### config.mk
export PLATFORM = sky130hd
export DESIGN_NAME = cla_word_sequencer
export DESIGN_NICKNAME = d
export VERILOG_FILES = /design/src/rtl/cla_word_sequencer.sv
export SDC_FILE = /design/constraint.sdc
export NUM_CORES = 1
export LEC_CHECK = 0
export CORE_UTILIZATION = 45
export CTS_BUF_LIST = sky130_fd_sc_hd__clkbuf_4 sky130_fd_sc_hd__clkbuf_8 sky130_fd_sc_hd__clkbuf_16
export CTS_CLUSTER_SIZE = 8
export DETAILED_ROUTE_END_ITERATION = 10
export PLACE_DENSITY_LB_ADDON = 0.12
export SYNTH_ARGS = -nofsm -noshare
export SYNTH_HDL_FRONTEND = slang
export SYNTH_SLANG_ARGS = --single-unit
### constraint.sdc
create_clock -name clk -period 1.9 [get_ports clk]
set_input_delay 0.285 -clock clk [delete_from_list [all_inputs] [get_ports clk]]
set_output_delay 0.285 -clock clk [all_outputs]
set_load 0.02 [all_outputs]
### src/rtl/cla_word_sequencer.sv
// Drives one shared 4-bit CLA slice a nibble at a time to build a NIBBLES*4-bit add/subtract.
// The carry is chained through a register between nibbles; operands and result move on valid/ready.
module cla_word_sequencer #(
    parameter int NIBBLES = 4,
    parameter int ADD_LAT = 0
) (
    input  logic                   clk,
    input  logic                   rst,
    input  logic                   start_valid,
    output logic                   start_ready,
    input  logic [4*NIBBLES-1:0]   op_a,
    input  logic [4*NIBBLES-1:0]   op_b,
    input  logic                   op_cin,
    input  logic                   op_sub,
    output logic [3:0]             slice_a,
    output logic [3:0]             slice_b,
    output logic                   slice_ci,
    input  logic [3:0]             slice_s,
    input  logic                   slice_co,
    output logic                   res_valid,
    input  logic                   res_ready,
    output logic [4*NIBBLES-1:0]   res_sum,
    output logic                   res_cout,
    output logic                   res_ovf,
    output logic                   busy
);

    localparam int W     = 4 * NIBBLES;
    localparam int IDX_W = $clog2(NIBBLES);

    typedef enum logic [1:0] {
        S_IDLE  = 2'd0,
        S_ISSUE = 2'd1,
        S_WAIT  = 2'd2,
        S_DONE  = 2'd3
    } state_t;

    state_t             r_state;
    state_t             w_next;
    logic [IDX_W-1:0]   r_idx;
    logic               r_carry;
    logic [W-1:0]       r_a;
    logic [W-1:0]       r_b;
    logic [W-1:0]       r_acc;
    logic [W-1:0]       r_sum;
    logic               r_cout;
    logic               r_ovf;

    logic               w_accept;
    logic               w_cap;
    logic               w_last;
    logic [IDX_W+1:0]   w_bit;

    assign w_accept = (r_state == S_IDLE) && start_valid;
    assign w_last   = (r_idx == IDX_W'(NIBBLES - 1));
    assign w_bit    = {r_idx, 2'b00};
    // With a registered slice the result is only valid in WAIT, one clock after issue.
    assign w_cap    = ((r_state == S_ISSUE) && (ADD_LAT == 0)) || (r_state == S_WAIT);

    always_ff @(posedge clk or posedge rst) begin
        if (rst) r_state <= S_IDLE;
        else     r_state <= w_next;
    end

    always_comb begin
        w_next = r_state;
        case (r_state)
            S_IDLE:  if (start_valid) w_next = S_ISSUE;
            S_ISSUE: begin
                if (ADD_LAT != 0) w_next = S_WAIT;
                else if (w_last)  w_next = S_DONE;
                else              w_next = S_ISSUE;
            end
            S_WAIT:  w_next = w_last ? S_DONE : S_ISSUE;
            S_DONE:  if (res_ready) w_next = S_IDLE;
            default: w_next = S_IDLE;
        endcase
    end

    always_comb begin
        start_ready = (r_state == S_IDLE);
        busy        = (r_state != S_IDLE);
        res_valid   = (r_state == S_DONE);
        slice_a     = 4'd0;
        slice_b     = 4'd0;
        slice_ci    = 1'b0;
        if ((r_state == S_ISSUE) || (r_state == S_WAIT)) begin
            slice_a  = r_a[w_bit +: 4];
            slice_b  = r_b[w_bit +: 4];
            slice_ci = r_carry;
        end
    end

    // Partial sums build in r_acc so the published result only changes on completion.
    always_ff @(posedge clk or posedge rst) begin
        if (rst) begin
            r_idx   <= '0;
            r_carry <= 1'b0;
            r_a     <= '0;
            r_b     <= '0;
            r_acc   <= '0;
            r_sum   <= '0;
            r_cout  <= 1'b0;
            r_ovf   <= 1'b0;
        end else if (w_accept) begin
            r_idx   <= '0;
            r_carry <= op_sub ? 1'b1 : op_cin;
            r_a     <= op_a;
            r_b     <= op_sub ? ~op_b : op_b;
            r_acc   <= '0;
        end else if (w_cap) begin
            r_acc[w_bit +: 4] <= slice_s;
            r_carry           <= slice_co;
            if (w_last) begin
                r_sum  <= {slice_s, r_acc[W-5:0]};
                r_cout <= slice_co;
                r_ovf  <= (r_a[W-1] == r_b[W-1]) && (slice_s[3] != r_a[W-1]);
            end else begin
                r_idx <= r_idx + 1'b1;
            end
        end
    end

    assign res_sum  = r_sum;
    assign res_cout = r_cout;
    assign res_ovf  = r_ovf;

endmodule

==> results.cfg, run 1 <==
[status]
status = complete, but fails checks
violations = negative setup slack

[drt]
m1WireLength_um = 3032
via_per_inst = 5.082
avgRoutedWirePerCell_um = 14.89
drt-initial-drc-count = 73
dr_wl_met2_um = 3148
drt-total-wl_um = 6505
drc = 0
final_antenna_net_count = 0
dr_wl_met3_um = 236
highest_layer = met4
vias = 2221
drt_pass1_iterations = 6

[floorplan]
ios = 73
placeableCoreArea_um2 = 6495
die_x_um = 85.04
dieArea_um2 = 7232
start_util_pct = 47.77
fp-row-count = 29
fp.dieH_um = 85.04

[sta]
fmax_mhz = 506.0
hold_ws_ns = 0.3821
finClkSkew_ns = 0.004332
setup_viol = 7
fin_crit_sh_pct = 104.0
fin_crit_ns = 1.976
hold_viol_final = 0
worst_pin_slew_ns = 0.3573
max_slew_margin_pct = 76.18
rsz0062_at_grt = true
setup_slack_ns = -0.07610
slew_viol_final = 0

[synth]
synth_top_cell_by_area = dfrtp_1
synth_commonest_cells = dfrtp_1, nand2_1, o21ai_0, xnor2_1, mux2_2
yosysUniqueCellTypes = 31
synth-seq-cells = 67
netlist_area_um2 = 3103
synth_area_leaders = dfrtp_1, nand2_1, mux2_2, xnor2_1, mux4_1
yosysMostFrequentCell = dfrtp_1
yosysTopAreaCellShare_pct = 54.03
synth_flop_cell = dfrtp_1
yosysWarnings = 0
async_flop_share_pct = 100.0
syn_avg_cell_area_um2 = 11.62
synthCells = 267
synth.net_count = 317
synth_edf_count = 0
yosysSeqAreaShare_pct = 54.03

[flow_run]
drv_cap = 0

[clock_network]
cts-buffers-inserted = 9
clock_sinks = 67
cts_buffer_depth = 2
clk_pin_slew_worst_paths_ns = 0.07
hold_buffers = 0
root_buffer = clkbuf_8
cts_tree = done
htreeDepth = 3
clk_latency_ns = 0.34

[layout]
finalInstanceArea_um2 = 4244
syn_to_final_growth_pct = 36.77
instances_no_fill = 437
n_antenna_cell = 0
nNetsFinal = 405
drive_above_1_share_pct = 23.61

[place]
dp_hpwl_um = 4386
post_dp_cell_area_um2 = 3960
dp.cells = 416
gp_congestion = 0.7334
portBuffers = 72

[critical_path]
startpoint_type = flop
end_kind = primary output
required_ns = 1.62
path_class = flop to primary output
critPathArrivalTime_ns = 1.69
path_max_fanout = 4

[grt]
globalRouteOverflowTotal = 0
antenna_found_initial = 0
grt_usage_pct = 19.44
grt_first_pass_wirelength_um = 10760
grt_max_degree = 68
grt_pass1_vias = 2292

[power_and_ir_drop]
peakVddDrop_v = 0.0007289
powerDensity_nw_per_um2 = 1680
power.leakage_nw = 1.961

[hold_path]
hold_class = input pin to asynchronous set/reset pin
-- flip-flops by register name, indices dropped and copies added (netlist names) --
signal,cells
r_a,16
r_acc,12
r_b,16
r_carry,1
r_idx,2
r_state,2
res_cout,1
res_ovf,1
res_sum,16
-- layout by cell type, fill, tap and decap left out, types with 3 or more instances in the layout --
cell type and instances:
a21oi_1 4, a22o_1 4, a32o_1 8, and2_4 8, buf_4 14, buf_6 13, clkbuf_8 10, clkdlybuf4s50_1 61
clkinv_2 3, dfrtp_1 67, ha_1 5, inv_1 4, mux2_1 3, mux2_2 15, mux4_2 8, nand2_1 66
nor2_1 3, nor2b_1 4, o21ai_0 17, xnor2_1 17
-- stage by stage --
step	util [%]	setup TNS, ns	setup slack (ns)	total power, mW
after floorplan	-	0	0.2083	4.343
after global placement	60.97	-0.7879	-0.1703	5.526
after detailed placement	60.97	-0.8064	-0.1510	5.603
after CTS	64.23	-0.5917	-0.1130	6.959
after global routing	65.34	-0.7489	-0.1217	7.597
final	65.34	-0.3705	-0.07610	7.129
-- where the power goes --
part / leakage (nW) / internal, mW / switching [mW]
Combinational: 1.00 / 1.96 / 1.65
Sequential: 0.857 / 2.02 / 0.331
Clock: 0.103 / 0.649 / 0.523
Total: 1.96 / 4.63 / 2.50
-- what timing repair did --
action,4_1_cts,5_1_grt
resized for setup,60,16
hold endpoints to repair,0,0
pin swaps,2,7
setup buffers,3,3
endpoints found under the setup margin,11,9
-- layout make-up --
class                   instances  area [µm²]
inverters                       6       26.28
multi-input cells             179        1343
clock inverters                 5       52.55
flip-flops and latches         67        1677
fillers                       494        2251
repair buffers                 92       904.6
well taps                      77       96.34
clock buffers                  11       145.1
-- logic make-up after synthesis --
family | synth area share, %
simple gates | 13.43
xor+xnor | 4.798
fa+ha+maj | 2.822
flops | 54.03
buf+inv | 3.588
mux | 13.59
compound gates | 7.742
-- per-layer routing --
metal  up-vias  track usage (%)
met5         -                0
met4         0            9.245
met3        10            3.599
met2        51            31.38
met1      1084            25.50
li1       1076                -
-- worst max-delay path, stage by stage, from the launching register on --
cell     delay, ns
dfrtp_1       0.43
buf_6         0.16
mux4_2        0.50
and2_4        0.15
buf_6         0.12
-- path summary, 6_finish.rpt --
check	from	end	slack [ns]	cells after the start
worst min register to register	r_a[8]	r_a[8]	0.48	2
worst max register to register	r_idx[0]	res_sum[4]	0.07	6
worst max-delay path	r_idx[0]	slice_a[1]	-0.08	4
min in group clk	op_a[9]	r_a[9]	0.47	3
worst min-delay path	rst	r_acc[2]	0.38	3
max in group asynchronous	rst	r_b[3]	1.22	3
Power figures use the tool's default switching activity.
==> inputs of run 2 (changes only) <==
- ABC_AREA: not set -> 1
- CAP_MARGIN: not set -> 20
- CORE_UTILIZATION: 45 -> 46
- clock period: 1.9 -> 1.6 ns (I/O delays scaled with it)
==> run 2 against run 1 <==
Net effect:
- the run still ends with negative setup slack left
- utilization rose by 4.3 points
- first-iteration DRC count rose to 3.0 times the previous value
- critical path depth rose by 2
- synthesized area rose by 9.3%
- critical path type unchanged
==> results.cfg, run 2 <==
[sta]
slew_viol_final = 0
finClkSkew_ns = 0.006455
fmax_mhz = 554.3
rsz0062_at_grt = true
fin_crit_sh_pct = 112.7
worst_pin_slew_ns = 0.3488
max_slew_margin_pct = 76.75
setup_slack_ns = -0.2040
setup_viol = 13
fin_crit_ns = 1.804
hold_viol_final = 0

[drt]
avgRoutedWirePerCell_um = 12.88
via_per_inst = 4.836
final_antenna_net_count = 0
drt_pass1_iterations = 5
drt-total-wl_um = 7945
drt-initial-drc-count = 220
drc = 0
vias = 2984

[flow_run]
drv_cap = 0

[grt]
globalRouteOverflowTotal = 0
grt_usage_pct = 21.14
grt_pass1_vias = 2822
grt_max_degree = 68
antenna_found_initial = 0
grt_first_pass_wirelength_um = 12520

[layout]
drive_above_1_share_pct = 18.43
n_antenna_cell = 0
syn_to_final_growth_pct = 42.68
instances_no_fill = 617
final_common_cell = nand2_1
final_cell_mix = nand2_1, dfrtp_1, clkdlybuf4s50_1, o21ai_1, inv_1
nNetsFinal = 566
finalInstanceArea_um2 = 4840

[clock_network]
hold_buffers = 0
clk_latency_ns = 0.34
htreeDepth = 3
cts-buffers-inserted = 9
clock_sinks = 67
root_buffer = clkbuf_8
cts_buffer_depth = 2
cts_tree = done
clk_pin_slew_worst_paths_ns = 0.07

[floorplan]
die_x_um = 87.87
ios = 73
fp-row-count = 30
start_util_pct = 48.85
dieArea_um2 = 7721
fp.dieH_um = 87.87
placeableCoreArea_um2 = 6944

[place]
pre_cts_slack_ns = -0.2869
gp_congestion = 0.8023
dp.cells = 587
post_dp_cell_area_um2 = 4287
portBuffers = 72
dp_hpwl_um = 5047

[synth]
netlist_area_um2 = 3392
yosysTopAreaCellShare_pct = 49.43
synth_commonest_cells = nand2_1, dfrtp_1, inv_1
syn_avg_cell_area_um2 = 8.019
yosysSeqAreaShare_pct = 49.43
synth.net_count = 473
yosysUniqueCellTypes = 24
synth_top_cell_by_area = dfrtp_1
yosysMostFrequentCell = nand2_1
yosysWarnings = 0
synth_flop_cell = dfrtp_1
synth_edf_count = 0
async_flop_share_pct = 100.0
synth_area_leaders = dfrtp_1, nand2_1, o21ai_1, inv_1, nand3_1
synth-seq-cells = 67
synthCells = 423

[status]
status = complete, but fails checks
violations = negative setup slack

[critical_path]
required_ns = 1.36
end_kind = primary output
path_max_fanout = 5
path_class = flop to primary output
critPathArrivalTime_ns = 1.56
startpoint_type = flop

[power_and_ir_drop]
peakVddDrop_v = 0.001076
powerDensity_nw_per_um2 = 2041
power.leakage_nw = 2.384

[hold_path]
hold_class = input pin to asynchronous set/reset pin
run 2: path summary, 6_finish.rpt:
kind / from / end / slack, ns / depth (start not counted)
max: r_state[0] / slice_a[2] / -0.20 / 6
min: rst / res_cout / 0.34 / 3
max reg2reg: r_state[0] / r_acc[6] / -0.04 / 10
min reg2reg: r_acc[5] / r_acc[5] / 0.47 / 2
max in group asynchronous: rst / r_a[10] / 0.98 / 3
min in group clk: op_a[1] / r_a[1] / 0.45 / 3
run 2: layer usage:
| layer | vias to the layer above | part of all wire (%) | track usage (%) | wire [µm] |
|---|---|---|---|---|
| met1 | 1399 | 45 | 26.64 | 3577 |
| met4 | 0 | 1.5 | 8.793 | 119 |
| li1 | 1499 | - | - | - |
| met5 | - | 0 | 0 | 0 |
| met2 | 74 | 50 | 36.01 | 3943 |
| met3 | 12 | 3.8 | 3.582 | 305 |
run 2: timing repair:
action	4_1_cts	5_1_grt
hold endpoints to repair	0	0
pin swaps	4	10
setup endpoints to repair	12	45
gates resized for setup	73	46
setup buffers	8	4
gates cloned	0	5
run 2: cells by family after synthesis:
logic type	after synthesis	synth area share [%]
XOR/XNOR	16	4.131
AO/OA/AOI/OAI	65	9.664
buffers and inverters	77	10.88
adder cells (fa/ha/maj)	7	2.582
flip-flops	67	49.43
AND/OR/NAND/NOR	191	23.31
run 2: through the flow:
| stage | hold WS, ns | total power, mW | utilization (%) | setup TNS [ns] |
|---|---|---|---|---|
| finish | 0.3400 | 9.879 | 69.69 | -1.768 |
| global placement | 0.4571 | 7.275 | 61.73 | -1.955 |
| floorplan | 0.3568 | 5.661 | - | 0 |
| global route | 0.3944 | 10.55 | 69.69 | -2.624 |
| detailed placement | 0.4605 | 7.391 | 61.73 | -2.310 |
| CTS | 0.3560 | 9.294 | 66.79 | -1.482 |
run 2: area by class of cell:
cell class | instances | area [µm²]
Fill cell | 561 | 2105
Timing Repair Buffer | 99 | 1049
Sequential cell | 67 | 1677
Tap cell | 96 | 120.1
Inverter | 55 | 221.5
Clock buffer | 11 | 138.9
Clock inverter | 5 | 77.57
Multi-Input combinational cell | 284 | 1556
run 2: worst max-delay path, stage by stage (launching register included):
cell	delay, ns
dfrtp_1	0.37
inv_2	0.05
ha_4	0.28
clkinvlp_4	0.11
buf_12	0.16
a21oi_2	0.10
buf_4	0.15
run 2: power by group:
group | internal [mW] | switching [mW]
sequential | 2.47 | 0.389
clock | 0.907 | 0.623
combinational | 2.44 | 3.05
